**src/rtl/cr16_mmio_pkg.sv**
```systemverilog
// Shared constants for the CR16 memory-mapped I/O bank: register offsets
// inside the 64-word window and the ID register signature.
package cr16_mmio_pkg;

   localparam logic [5:0] OFF_OUT    = 6'h00;
   localparam logic [5:0] OFF_IN     = 6'h10;
   localparam logic [5:0] OFF_STATUS = 6'h20;
   localparam logic [5:0] OFF_MASK   = 6'h21;
   localparam logic [5:0] OFF_ID     = 6'h22;

   localparam logic [7:0] ID_SIG       = 8'hC5;
   localparam int         WINDOW_WORDS = 64;

   // ID word lets software discover the channel counts at run time.
   function automatic logic [15:0] id_word(input int n_out, input int n_in);
      return {4'(n_out - 1), 4'(n_in - 1), ID_SIG};
   endfunction

endpackage

```
**src/rtl/cr16_mmio_bank_if.sv**
```systemverilog
// CR16 16-bit memory bus as seen by the I/O bank (same timing as block RAM).
interface cr16_mmio_bank_if;
   logic [15:0] addr;
   logic        writeEn;
   logic        readEn;
   logic [15:0] writeData;
   logic [15:0] readData;
   logic        hit;

   modport master (output addr, writeEn, readEn, writeData, input readData, hit);
   modport slave  (input addr, writeEn, readEn, writeData, output readData, hit);
endinterface

```
**src/rtl/cr16_mmio_insync.sv**
```systemverilog
// One 16-bit input channel: multi-flop synchroniser, 1-cycle history and
// change detection, with change held off while the chain refills after reset.
module cr16_mmio_insync #(
   parameter int SYNC_STAGES = 2
) (
   input  logic        clk,
   input  logic        reset,
   input  logic [15:0] din,
   output logic [15:0] dout,
   output logic        change
);

   localparam int QUIET = SYNC_STAGES + 1;
   localparam int QW    = $clog2(QUIET + 1);

   logic [15:0]   sync_q [SYNC_STAGES];
   logic [15:0]   hist_q;
   logic [QW-1:0] quiet_q;

   // Synchroniser chain, history copy and post-reset quiet down-counter.
   always_ff @(posedge clk) begin
      if (reset) begin
         for (int i = 0; i < SYNC_STAGES; i++) sync_q[i] <= '0;
         hist_q  <= '0;
         quiet_q <= QW'(QUIET);
      end else begin
         sync_q[0] <= din;
         for (int i = 1; i < SYNC_STAGES; i++) sync_q[i] <= sync_q[i-1];
         hist_q <= sync_q[SYNC_STAGES-1];
         if (quiet_q != '0) quiet_q <= quiet_q - QW'(1);
      end
   end

   assign dout   = sync_q[SYNC_STAGES-1];
   // Until the counter expires the first value through the chain is not a change.
   assign change = (quiet_q == '0) && (dout != hist_q);

endmodule

```
**src/rtl/cr16_mmio_bank.sv**
```systemverilog
// CR16 MMIO bank: N_OUT writable output channels, N_IN synchronised input
// channels with sticky maskable change status and a registered interrupt.
module cr16_mmio_bank
   import cr16_mmio_pkg::*;
#(
   parameter int          N_OUT       = 2,
   parameter int          N_IN        = 2,
   parameter logic [15:0] BASE_ADDR   = 16'hFF00,
   parameter int          SYNC_STAGES = 2,
   parameter logic [15:0] OUT_RESET   = 16'h0000
) (
   input  logic                  clk,
   input  logic                  reset,
   cr16_mmio_bank_if.slave       bus,
   input  logic [16*N_IN-1:0]    In_devices,
   output logic [16*N_OUT-1:0]   Out_devices,
   output logic                  irq
);

   if (N_OUT < 1 || N_OUT > 16) begin : g_bad_n_out
      $error("cr16_mmio_bank: N_OUT must be 1..16");
   end
   if (N_IN < 1 || N_IN > 16) begin : g_bad_n_in
      $error("cr16_mmio_bank: N_IN must be 1..16");
   end
   if (BASE_ADDR % WINDOW_WORDS != 0) begin : g_bad_base
      $error("cr16_mmio_bank: BASE_ADDR must be 64-word aligned");
   end

   logic [5:0]      off;
   logic            wr_hit;
   logic [15:0]     out_q  [N_OUT];
   logic [15:0]     in_val [N_IN];
   logic [N_IN-1:0] change;
   logic [N_IN-1:0] status_q;
   logic [N_IN-1:0] mask_q;
   logic [N_IN-1:0] w1c;
   logic [15:0]     rd_mux;

   assign bus.hit = (bus.addr[15:6] == BASE_ADDR[15:6]);
   assign off     = bus.addr[5:0];
   assign wr_hit  = bus.writeEn & bus.hit;

   for (genvar k = 0; k < N_IN; k++) begin : g_in
      cr16_mmio_insync #(.SYNC_STAGES(SYNC_STAGES)) u_insync (
         .clk    (clk),
         .reset  (reset),
         .din    (In_devices[16*k +: 16]),
         .dout   (in_val[k]),
         .change (change[k])
      );
   end

   for (genvar k = 0; k < N_OUT; k++) begin : g_out
      assign Out_devices[16*k +: 16] = out_q[k];
   end

   // Output channel registers.
   always_ff @(posedge clk) begin
      if (reset) begin
         for (int k = 0; k < N_OUT; k++) out_q[k] <= OUT_RESET;
      end else if (wr_hit) begin
         for (int k = 0; k < N_OUT; k++)
            if (off == OFF_OUT + 6'(k)) out_q[k] <= bus.writeData;
      end
   end

   assign w1c = (wr_hit && off == OFF_STATUS) ? bus.writeData[N_IN-1:0] : '0;

   // Sticky status (a concurrent change beats the W1C) and mask register.
   always_ff @(posedge clk) begin
      if (reset) begin
         status_q <= '0;
         mask_q   <= '0;
      end else begin
         status_q <= (status_q & ~w1c) | change;
         if (wr_hit && off == OFF_MASK) mask_q <= bus.writeData[N_IN-1:0];
      end
   end

   // Interrupt is registered so it lags status/mask by one cycle.
   always_ff @(posedge clk) begin
      if (reset) irq <= 1'b0;
      else       irq <= |(status_q & mask_q);
   end

   // Read mux; unimplemented offsets and absent channels read as zero.
   always_comb begin
      rd_mux = '0;
      for (int k = 0; k < N_OUT; k++)
         if (off == OFF_OUT + 6'(k)) rd_mux = out_q[k];
      for (int k = 0; k < N_IN; k++)
         if (off == OFF_IN + 6'(k)) rd_mux = in_val[k];
      if (off == OFF_STATUS) rd_mux[N_IN-1:0] = status_q;
      if (off == OFF_MASK)   rd_mux[N_IN-1:0] = mask_q;
      if (off == OFF_ID)     rd_mux = id_word(N_OUT, N_IN);
   end

   // Registered read data with block-RAM-like 1-cycle latency.
   always_ff @(posedge clk) begin
      if (reset)            bus.readData <= '0;
      else if (bus.readEn)  bus.readData <= bus.hit ? rd_mux : 16'h0000;
   end

endmodule

```
**src/flat_wrapper.sv**
```systemverilog
// flat-port wrapper written by rule: the top's interface ports become plain ports
module cr16_mmio_bank_flat import cr16_mmio_pkg::*;
#(
   parameter int          N_OUT       = 2,
   parameter int          N_IN        = 2,
   parameter logic [15:0] BASE_ADDR   = 16'hFF00,
   parameter int          SYNC_STAGES = 2,
   parameter logic [15:0] OUT_RESET   = 16'h0000
)
  (clk, reset, In_devices, Out_devices, irq, bus_addr, bus_writeEn, bus_readEn, bus_writeData, bus_readData, bus_hit);
  cr16_mmio_bank_if bus_i ();
  input  logic clk;
  input  logic reset;
  input  logic [16*N_IN-1:0] In_devices;
  output logic [16*N_OUT-1:0] Out_devices;
  output logic irq;
  input wire logic [$bits(bus_i.addr)-1:0] bus_addr;
  input wire logic [$bits(bus_i.writeEn)-1:0] bus_writeEn;
  input wire logic [$bits(bus_i.readEn)-1:0] bus_readEn;
  input wire logic [$bits(bus_i.writeData)-1:0] bus_writeData;
  output wire logic [$bits(bus_i.readData)-1:0] bus_readData;
  output wire logic [$bits(bus_i.hit)-1:0] bus_hit;
  assign bus_i.addr = bus_addr;
  assign bus_i.writeEn = bus_writeEn;
  assign bus_i.readEn = bus_readEn;
  assign bus_i.writeData = bus_writeData;
  assign bus_readData = bus_i.readData;
  assign bus_hit = bus_i.hit;
  cr16_mmio_bank #(.N_OUT(N_OUT), .N_IN(N_IN), .BASE_ADDR(BASE_ADDR), .SYNC_STAGES(SYNC_STAGES), .OUT_RESET(OUT_RESET)) u_core (.clk(clk), .reset(reset), .bus(bus_i), .In_devices(In_devices), .Out_devices(Out_devices), .irq(irq));
endmodule
```
**config.mk**
```make
export PLATFORM = sky130hd
export DESIGN_NAME = cr16_mmio_bank_flat
export DESIGN_NICKNAME = d
export VERILOG_FILES = /design/src/rtl/cr16_mmio_pkg.sv /design/src/rtl/cr16_mmio_bank_if.sv /design/src/rtl/cr16_mmio_insync.sv /design/src/rtl/cr16_mmio_bank.sv /design/src/flat_wrapper.sv
export SDC_FILE = /design/constraint.sdc
export NUM_CORES = 1
export LEC_CHECK = 0
export CORE_ASPECT_RATIO = 0.75
export CORE_MARGIN = 2
export CORE_UTILIZATION = 36
export DETAILED_ROUTE_END_ITERATION = 10
export GPL_TIMING_DRIVEN = 0
export PLACE_DENSITY = 0.66
export SLEW_MARGIN = 10
export SYNTH_ARGS = -nofsm -noshare
export SYNTH_HDL_FRONTEND = slang
export SYNTH_SLANG_ARGS = --single-unit
export TNS_END_PERCENT = 50
```
**constraint.sdc**
```tcl
create_clock -name clk -period 4.58 [get_ports clk]
set_clock_uncertainty 0.15 [all_clocks]
set_input_delay 1.374 -clock clk [delete_from_list [all_inputs] [get_ports clk]]
set_output_delay 1.374 -clock clk [all_outputs]
set_load 0.05 [all_outputs]
```
-- Word level (Yosys, flattened, before mapping)
Memory sizes are Yosys's and may differ from the RTL's.
Index checks and enable logic that the tools add are counted.
W data, S select, Z words.
- flip-flop bits (word level): 57
- RAM bits: 96
- bits of input ports: 68
- output and inout port bits: 50
- word-level logic and storage cells: 69
- memories: 3
- memory list (memory ; depth ; bits a word ; read ports ; clocked after Yosys merged registers in ; wr ports ; line ; RTL):
    u_core.g_in[0].u_insync.sync_q ; 2 ; 16 ; 2 ; 0 ; 2 ; cr16_mmio_insync.sv:16 ; logic [15:0] sync_q [SYNC_STAGES];
    u_core.g_in[1].u_insync.sync_q ; 2 ; 16 ; 2 ; 0 ; 2 ; cr16_mmio_insync.sv:16 ;
    u_core.out_q ; 2 ; 16 ; 2 ; 0 ; 2 ; cr16_mmio_bank.sv:32 ; logic [15:0] out_q [N_OUT];
- add/sub/neg operators: 2
- equality and inequality tests: 9
- muxes and demuxes: 26
- bitwise logic cells: 11
- reduce and logical (&&, ||, !) cells: 10
- operators with widths (kind ; number):
    $mux W16 ; 12
    $ne A16 B16 Y1 ; 2
    $eq A6 B6 Y1 const B ; 3
    $eq A6 B5 Y1 const B ; 2
    $mux W1 ; 11
    $eq A10 B10 Y1 const B ; 1
    $eq A6 B1 Y1 const B ; 1
    $logic_not A6 Y1 ; 1
    $mux W2 ; 3
    $or A1 B1 Y1 ; 6
    $and A2 B2 Y2 ; 2
    $logic_and A1 B1 Y1 ; 4
    $logic_not A2 Y1 ; 2
    $reduce_bool A2 Y1 ; 2
    $sub A2 B1 Y2 const B ; 2
    $not A2 Y2 ; 1
    $or A2 B2 Y2 ; 1
    $reduce_or A2 Y1 ; 1
    $and A1 B1 Y1 ; 1

-- Longest topological paths before layout
Gate-level depths: netlist of run 1.
- depth after elaboration: 9
- depth in mapped cells: 6
- gate-level depth less buffers: 4

-- By module
A second synthesis of run 1 with hierarchy kept.
- cell total of the unflattened synthesis: 537
- area, all modules: 5909.4 um^2
- by module, submodules not included (module ; times used ; cells an instance ; area an instance (um^2) ; sequential area each (um^2)):
    cr16_mmio_insync ; 2 ; 147 ; 1667.8 ; 1001.0
    cr16_mmio_bank ; 1 ; 243 ; 2573.7 ; 1381.3

-- Least setup slack after synthesis of run 1
No wires, ideal clock.
- kind: input-to-output
- start: input bus_addr[6]
- end: output bus_hit
- arrival: 2742 ps
- required time: 3056 ps
- setup slack: 314 ps
- cell stages on the path: 2
- path buffers: 0
- path through: nand4bb_1 > nor3_1
- word-level cells in the longest chain between the ends: 1
- ends and longest elaborated chain (what ; line ; RTL):
    start: declaration ; flat_wrapper.sv:17 ; input wire logic [$bits(bus_i.addr)-1:0] bus_addr;
    $eq A10 B10 Y1 ; cr16_mmio_bank.sv:40 ; assign bus.hit = (bus.addr[15:6] == BASE_ADDR[15:6]);
    end: declaration ; flat_wrapper.sv:22 ; output wire logic [$bits(bus_i.hit)-1:0] bus_hit;
Every way passes these cells.

-- Worst setup path in the final report of run 1
Same ends and word-level chain as after synthesis.

==> results of run 1 <==
==> worst max-delay path, cell delays in order <==
cell and delay, ps:
clkdlybuf4s50_1 420, nand4bb_1 270, nor3_1 350, dlygate4sd2_1 580
==> stage by stage <==
stage / instances / area (µm²)
2_1_floorplan: 492 / 5620
3_3_place_gp: 813 / 7040
3_5_place_dp: 815 / 7080
4_1_cts: 847 / 7670
5_1_grt: 847 / 7670
6_report: 847 / 7670
==> flip-flops by register name, summed over array words and instances, names as in the netlist <==
register / flops
u_core.irq: 1
u_core.bus.readData: 16
u_core.status_q: 2
u_core.g_in.u_insync.hist_q: 32
u_core.out_q: 32
u_core.g_in.u_insync.quiet_q: 4
u_core.mask_q: 2
u_core.g_in.u_insync.sync_q: 64
==> where the power goes <==
part | internal (µW) | total [µW] | switching (µW) | leakage [µW]
clock | 830 | 1380 | 554 | 0.000299
combinational | 138 | 299 | 160 | 0.00115
sequential | 1430 | 1470 | 35.3 | 0.00130
==> cells in the mapped netlist, types with 2 or more instances <==
master / instances / area [µm²]
a211oi_1: 6 / 45.0
a21oi_1: 11 / 55.1
a221oi_1: 14 / 123
and2_1: 21 / 131
and3_1: 12 / 75.1
and4_1: 2 / 17.5
buf_1: 2 / 7.51
buf_2: 2 / 10.0
buf_4: 2 / 15.0
clkbuf_1: 18 / 67.6
dfxtp_1: 121 / 2420
edfxtp_1: 32 / 961
ha_1: 2 / 25.0
inv_1: 7 / 26.3
mux2_2: 5 / 56.3
nand2_1: 20 / 75.1
nand3_1: 6 / 30.0
nand4_1: 18 / 113
nor2_1: 8 / 30.0
nor2b_1: 99 / 619
nor3_1: 2 / 10.0
o211ai_1: 14 / 105
o21ai_0: 8 / 40.0
o2bb2ai_1: 5 / 43.8
o41ai_1: 3 / 26.3
xnor2_1: 32 / 280
xor2_1: 2 / 17.5
==> cell type report <==
type | instances | share of cell area, %
sequential | 153 | 44.1
multi-input combinational | 308 | 27.6
timing repair buffer | 118 | 15.5
clock buffer | 22 | 6.44
tap | 205 | 3.34
clock inverter | 10 | 1.35
buffer | 24 | 1.30
inverter | 7 | 0.342
==> cell families (layout without fill, tap and decap cells) <==
family	after synthesis	count (layout)	share of synthesized area [%]
XOR/XNOR	34	34	5.30
buffers and inverters	31	181	2.25
AND/OR/NAND/NOR	198	198	21.7
AO/OA/AOI/OAI	68	68	8.93
flip-flops	153	153	60.2
multiplexers	6	6	1.18
adder cells (fa/ha/maj)	2	2	0.445
==> final timing paths <==
check | endpoint | slack, ps | cells after the start
min reg2reg | u_core.g_in[1].u_insync.sync_q[0][24]$_SDFF_PP0_ | 290 | 1
max | bus_hit | 60 | 4
min | u_core.g_in[1].u_insync.sync_q[0][24]$_SDFF_PP0_ | 290 | 1
max reg2reg | u_core.status_q[1]$_SDFF_PP0_ | 2840 | 4
==> per-layer routing <==
layer  up-vias  track usage, %
met4         0            6.16
met1      2066            26.3
li1       1996               -
met3        15            5.77
met2       159            28.4
met5         -               0
==> cell usage in the layout (no fill, tap or decap), types with 3 or more instances in the layout <==
| cell | instances |
|---|---|
| a211oi_1 | 6 |
| a21oi_1 | 11 |
| a221oi_1 | 14 |
| and2_1 | 21 |
| and3_1 | 12 |
| clkbuf_1 | 18 |
| clkbuf_16 | 17 |
| clkbuf_8 | 5 |
| clkdlybuf4s50_1 | 115 |
| clkinv_4 | 3 |
| dfxtp_1 | 121 |
| edfxtp_1 | 32 |
| inv_1 | 7 |
| inv_6 | 4 |
| mux2_2 | 5 |
| nand2_1 | 20 |
| nand3_1 | 6 |
| nand4_1 | 18 |
| nor2_1 | 8 |
| nor2b_1 | 99 |
| o211ai_1 | 14 |
| o21ai_0 | 6 |
| o2bb2ai_1 | 5 |
| o41ai_1 | 3 |
| xnor2_1 | 32 |
==> what timing repair did <==
action | in CTS | in global routing
setup endpoints to repair | 1 | 0
resized for setup | 1 | 0
setup buffers | 0 | 0
==> impl_metrics.toml, run 1 <==
[global_routing]
grt_pass1_wl_um = 23500
grt_usage_pct = 19.0
grt_max_degree = 17
grt-ovfl-total = 0
grt_pass1_vias = 4262
antenna_found_initial = 0

[worst_setup_path]
end_kind = "output pin"
arrival_ps = 3000
crit_type = "primary input to output pin"
worstReg2RegStart = "u_core.g_in[1].u_insync.sync_q[0][22]$_SDFF_PP0_"
cp-start-kind = "primary input"
critPathMaxFanout = 2
crit_start = "bus_addr[6]"
crit_required_ps = 3060

[logic_synthesis]
synthesis.nets = 562
synth-edff-count = 32
syn_avg_cell_area_um2 = 11.4
postSynthCellCount = 492
async_flop_share_pct = 0
synth_ff_type = "dfxtp_1"
ys_seq_area_share_pct = 60.2
synth_cell_type_count = 45
netlist_area_um2 = 5620
synth-warning-count = 0
ys_seq_elements = 153

[detailed_routing]
drtAntennaViolNets = 0
wl_per_cell_um = 18.0
initialDrtViolationCount = 247
dr_wl_met2_um = 6700
drc = 0
wl_met1_um = 7250
routed.top_layer = "met4"
drt_wl_total_um = 15300
routed_via_density = 5.00
dr.pass1.iters = 4
wl_met3_um = 1130
vias = 4236

[pwr]
power_density_nw_per_um2 = 411
peakVddDrop_mv = 0.238
total_power_uw = 3150
p_leak_uw = 0.00275

[clocking]
numClockSinks = 153
postCtsHoldBufs = 0
clock_latency_ps = 430
cts_max_level = 4
cts_buffers = 17
cts_tree = "built"
clkTransAtPathRegs_ps = 60
cts_max_path_buffers = 2
root_buffer = "clkbuf_16"

[layout]
final_nets = 699
n_fill_cell = 1363
layout-drive-gt1-share_pct = 8.10
synthToLayoutAreaGrowth_pct = 36.5
multiInputGateArea_um2 = 2120
utilization_pct = 50.2
seqCellArea_um2 = 3380
n_antenna_cell = 0

[floorplanning]
fp.dieArea_um2 = 16600
die_x_um = 148
num_io_pins = 118
initial_core_util_pct = 36.8
fp-row-count = 39
dieHeight_um = 112
core_um2 = 15300

[placed_design]
pre_cts_ws_ps = -239
dp_hpwl_um = 11600
place.gp.congestion = 0.831
io_buffers = 116

[timing]
setup-tns-final_ps = 0
period_share_pct = 98.7
max_slew_margin_pct = 28.0
hold-worst-slack_ps = 285
fmax_mhz = 221
finalHoldViolCount = 0
min_period_ps = 4520
slew_viol_final = 0
max_slew.worst_pin.slew_ps = 1080
rsz0062_at_grt = "false"
timing.final.ws_setup_ps = 59.9
setup_viol = 0

[status]
outcome = "complete, no violations"

[worst_hold_path]
hold_class = "flip-flop to flip-flop"
min_from = "u_core.g_in[1].u_insync.sync_q[0][8]$_SDFF_PP0_"

[flow_run]
drv_cap = 0
(Power assumes the default switching activity.)
==> inputs of run 2 (changes only) <==
--- a/config.mk
+++ b/config.mk
@@ -6,7 +6,6 @@
 export NUM_CORES = 1
 export LEC_CHECK = 0
 export CORE_ASPECT_RATIO = 0.75
-export CORE_MARGIN = 2
 export CORE_UTILIZATION = 36
 export DETAILED_ROUTE_END_ITERATION = 10
 export GPL_TIMING_DRIVEN = 0
==> impl_metrics.toml, run 2 (synthesized netlist as in run 1, its figures left out) <==
[clocking]
clock_latency_ps = 420
cts_tree = "built"
clkTransAtPathRegs_ps = 60
cts_max_path_buffers = 2
postCtsSetupRepairBufs = 0
root_buffer = "clkbuf_16"
cts_buffers = 17
cts_max_level = 4
numClockSinks = 153

[timing]
max_slew_margin_pct = 38.3
setup_viol = 0
max_slew.worst_pin.slew_ps = 921
rsz0062_at_grt = "false"
fmax_mhz = 226
timing.final.ws_setup_ps = 154
slew_viol_final = 0
min_period_ps = 4430
period_share_pct = 96.6
finalHoldViolCount = 0

[worst_setup_path]
cp-start-kind = "primary input"
end_kind = "output pin"
crit_type = "primary input to output pin"
crit_required_ps = 3060
critPathMaxFanout = 2
arrival_ps = 2900

[placed_design]
pre_cts_ws_ps = -190
io_buffers = 116
dp_hpwl_um = 11300
place.gp.congestion = 0.856

[layout]
final_nets = 699
regMostFlops = "u_core.g_in.u_insync.sync_q"
final_common_cell = "dfxtp_1"
reg_top3 = "u_core.g_in.u_insync.sync_q: 64 flops, u_core.g_in.u_insync.hist_q: 32 flops, u_core.out_q: 32 flops"
final_cell_mix = "121 x dfxtp_1, 115 x clkdlybuf4s50_1, 99 x nor2b_1"
layout-drive-gt1-share_pct = 8.10
synthToLayoutAreaGrowth_pct = 36.6
largest_reg_flops = 64
n_antenna_cell = 0

[worst_hold_path]
hold_class = "flip-flop to flip-flop"

[detailed_routing]
dr.pass1.iters = 5
vias = 4126
drc = 0
wl_per_cell_um = 17.5
drtAntennaViolNets = 0
drt_wl_total_um = 14800
initialDrtViolationCount = 233
routed_via_density = 4.87

[pwr]
total_power_uw = 3180
p_leak_uw = 0.00274
peakVddDrop_mv = 0.208
power_density_nw_per_um2 = 414

[floorplanning]
num_io_pins = 118
fp-row-count = 39
initial_core_util_pct = 36.9
fp.dieArea_um2 = 16100
die_x_um = 146
dieHeight_um = 110
core_um2 = 15200

[global_routing]
grt_usage_pct = 19.7
grt_max_degree = 17
grt-ovfl-total = 0
grt_pass1_vias = 4125
antenna_found_initial = 0
grt_pass1_wl_um = 23400

[status]
outcome = "complete, no violations"

[flow_run]
drv_cap = 0
-- run 2: cell types whose count changed in the layout (fill, tap and decap cells not counted) --
cell,before,now
bufinv_16,1,2
clkbuf_16,17,18
clkbuf_8,5,0
clkinv_2,0,2
clkinv_4,3,2
clkinvlp_4,0,1
inv_4,2,1
inv_6,4,6
-- run 2: area by class of cell --
class                           instances  area (µm²)
Sequential cell                       153        3380
Clock buffer                           18         450
Inverter                                7        26.3
Multi-Input combinational cell        308        2120
Timing Repair Buffer                  118        1190
Fill cell                            1383        7540
Clock inverter                         14         154
Buffer                                 24         100
Tap cell                              205         256
-- run 2: worst max-delay path, cell delays in order --
cell,delay (ps)
clkdlybuf4s50_1,430
nand4bb_1,270
nor3_1,250
dlygate4sd2_1,570
-- run 2: routing by layer --
layer	vias up	routed length [µm]	track usage (%)
met5	-	0	0
met4	0	145	6.32
met3	10	1170	5.43
met2	158	6480	30.3
met1	1964	6990	26.9
li1	1994	-	-
-- run 2: worst paths after layout --
kind | from | end | slack (ps) | cells past startpoint
worst min register to register | u_core.g_in[0].u_insync.sync_q[0][0]$_SDFF_PP0_ | u_core.g_in[0].u_insync.sync_q[0][16]$_SDFF_PP0_ | 280 | 1
worst max-delay path | bus_addr[6] | bus_hit | 150 | 4
worst min-delay path | u_core.g_in[0].u_insync.sync_q[0][0]$_SDFF_PP0_ | u_core.g_in[0].u_insync.sync_q[0][16]$_SDFF_PP0_ | 280 | 1
worst max register to register | u_core.g_in[1].u_insync.sync_q[0][16]$_SDFF_PP0_ | u_core.status_q[1]$_SDFF_PP0_ | 2820 | 4
-- run 2: what timing repair did --
action,CTS,global route
setup endpoints to repair,1,0
resized for setup,1,0
hold buffers,0,0
-- run 2: where the power goes --
part | leakage (µW) | internal (µW) | switching (µW)
Sequential | 0.00130 | 1430 | 35.0
Clock | 0.000298 | 845 | 568
Combinational | 0.00115 | 138 | 158
-- run 2: per-stage QoR --
| stage | area (µm²) | hold WS, ps | TNS (ps) | util (%) | cells |
|---|---|---|---|---|---|
| floorplan | 5620 | 264 | 0 | - | 492 |
| global placement | 7040 | 270 | -24910 | 46.2 | 813 |
| detailed placement | 7080 | 275 | -190 | 46.5 | 815 |
| CTS | 7680 | 290 | 0 | 50.4 | 847 |
| global route | 7680 | 306 | 0 | 50.4 | 847 |
| finish | 7680 | 285 | 0 | 50.4 | 847 |
==> inputs of run 3 (changes only) <==
--- a/config.mk
+++ b/config.mk
@@ -10,6 +10,7 @@
 export DETAILED_ROUTE_END_ITERATION = 10
 export GPL_TIMING_DRIVEN = 0
 export PLACE_DENSITY = 0.66
+export SKIP_CTS_REPAIR_TIMING = 1
 export SLEW_MARGIN = 10
 export SYNTH_ARGS = -nofsm -noshare
 export SYNTH_HDL_FRONTEND = slang
==> impl_metrics.toml, run 3 (synthesized netlist as in run 1, its figures left out) <==
[status]
outcome = "complete, no violations"

[clocking]
cts_buffers = 17
cts_max_path_buffers = 2
clkTransAtPathRegs_ps = 60
cts_tree = "built"
root_buffer = "clkbuf_16"
numClockSinks = 153
cts_max_level = 4
clock_latency_ps = 420

[floorplanning]
die_x_um = 146
fp-row-count = 39
num_io_pins = 118
fp.dieArea_um2 = 16100
core_um2 = 15200
dieHeight_um = 110
initial_core_util_pct = 36.9

[placed_design]
io_buffers = 116
dp_hpwl_um = 11300
dp_cells = 815
place.gp.congestion = 0.856

[detailed_routing]
dr.pass1.iters = 4
routed_via_density = 4.86
initialDrtViolationCount = 232
drt_wl_total_um = 14800
wl_met3_um = 1070
vias = 4116
wl_met1_um = 7140
drc = 0
wl_per_cell_um = 17.5
dr_wl_met2_um = 6470
routed.top_layer = "met4"
drtAntennaViolNets = 0

[layout]
synthToLayoutAreaGrowth_pct = 36.7
final_cell_mix = "121 x dfxtp_1, 115 x clkdlybuf4s50_1, 99 x nor2b_1"
reg_top3 = "u_core.g_in.u_insync.sync_q: 64 flops, u_core.g_in.u_insync.hist_q: 32 flops, u_core.out_q: 32 flops"
multiInputGateArea_um2 = 2120
regMostFlops = "u_core.g_in.u_insync.sync_q"
utilization_pct = 50.5
seqCellArea_um2 = 3380
layout-drive-gt1-share_pct = 8.10
final_common_cell = "dfxtp_1"
n_antenna_cell = 0
n_fill_cell = 1385
final_cells = 847
largest_reg_flops = 64
final_nets = 699

[timing]
setup_viol = 0
min_period_ps = 4320
slew_viol_final = 0
finalHoldViolCount = 0
period_share_pct = 94.3
fmax_mhz = 232
max_slew_margin_pct = 38.3
rsz0062_at_grt = "false"
max_slew.worst_pin.slew_ps = 922

[flow_run]
drv_cap = 0

[worst_setup_path]
r2r_slack_ps = 2820
end_kind = "output pin"
endpoint = "bus_hit"
worstReg2RegStart = "u_core.g_in[1].u_insync.sync_q[0][16]$_SDFF_PP0_"
crit_chain = "clkdlybuf4s50_1, nand4bb_1, nor3_1, dlymetal6s2s_1"
crit_type = "primary input to output pin"
critPathMaxFanout = 2
r2r_cells = 4
cp-start-kind = "primary input"
cpMaxStageDelayCell = "dlymetal6s2s_1"
crit_required_ps = 3060
critPathMaxStageDelay_ps = 470
arrival_ps = 2800
r2r_end = "u_core.status_q[1]$_SDFF_PP0_"
crit_start = "bus_addr[6]"

[global_routing]
antenna_found_initial = 0
grt_usage_pct = 19.7
grt_pass1_wl_um = 23400
grt_pass1_vias = 4125
grt_max_degree = 17
grt-ovfl-total = 0

[pwr]
power_density_nw_per_um2 = 414
peakVddDrop_mv = 0.208
p_leak_uw = 0.00276
total_power_uw = 3180

[worst_hold_path]
hold_class = "flip-flop to flip-flop"
hold_depth = 1
-- run 3: area by class of cell --
| cell class | count | share of cell area, % |
|---|---|---|
| inverters | 7 | 0.342 |
| repair buffers | 118 | 15.5 |
| well taps | 205 | 3.34 |
| clock buffers | 18 | 5.86 |
| clock inverters | 14 | 2.00 |
| flip-flops and latches | 153 | 44.0 |
| multi-input cells | 308 | 27.6 |
| plain buffers | 24 | 1.30 |
-- run 3: worst min-delay path by stage --
| stage | from | endpoint | slack, ps |
|---|---|---|---|
| after floorplan | u_core.g_in[0].u_insync.sync_q[0][0]$_SDFF_PP0_ | u_core.g_in[0].u_insync.sync_q[0][16]$_SDFF_PP0_ | 260 |
| after global placement | u_core.g_in[1].u_insync.sync_q[0][15]$_SDFF_PP0_ | u_core.g_in[1].u_insync.sync_q[0][31]$_SDFF_PP0_ | 270 |
| after detailed placement | u_core.g_in[1].u_insync.sync_q[0][12]$_SDFF_PP0_ | u_core.g_in[1].u_insync.sync_q[0][28]$_SDFF_PP0_ | 280 |
| after CTS | u_core.g_in[1].u_insync.sync_q[0][4]$_SDFF_PP0_ | u_core.g_in[1].u_insync.sync_q[0][20]$_SDFF_PP0_ | 290 |
| after global routing | u_core.g_in[1].u_insync.sync_q[0][4]$_SDFF_PP0_ | u_core.g_in[1].u_insync.sync_q[0][20]$_SDFF_PP0_ | 310 |
| final | u_core.g_in[0].u_insync.sync_q[0][0]$_SDFF_PP0_ | u_core.g_in[0].u_insync.sync_q[0][16]$_SDFF_PP0_ | 280 |
-- run 3: through the flow --
stage / TNS, ps / hold slack (ps) / setup slack, ps / cell area [µm²]
global placement: -24910 / 270 / -831 / 7040
CTS: -181 / 290 / -181 / 7680
global route: 0 / 306 / 114 / 7680
floorplan: 0 / 264 / 314 / 5620
detailed placement: -190 / 275 / -190 / 7080
finish: 0 / 285 / 260 / 7680
-- run 3: power by group --
group	internal [µW]	total (µW)	switching, µW	leakage (µW)
sequential	1430	1470	35.2	0.00130
combinational	138	296	158	0.00116
clock	845	1410	568	0.000298
-- run 3: worst max-delay path, delay by kind of cell --
family / cells / cell delay, ps
buf+inv: 2 / 900
simple gates: 2 / 520
-- run 3: routing by layer --
metal / GRT usage, % / vias up
li1: - / 1996
met1: 26.9 / 1964
met2: 30.3 / 146
met3: 5.43 / 10
met4: 6.32 / 0
met5: 0 / -
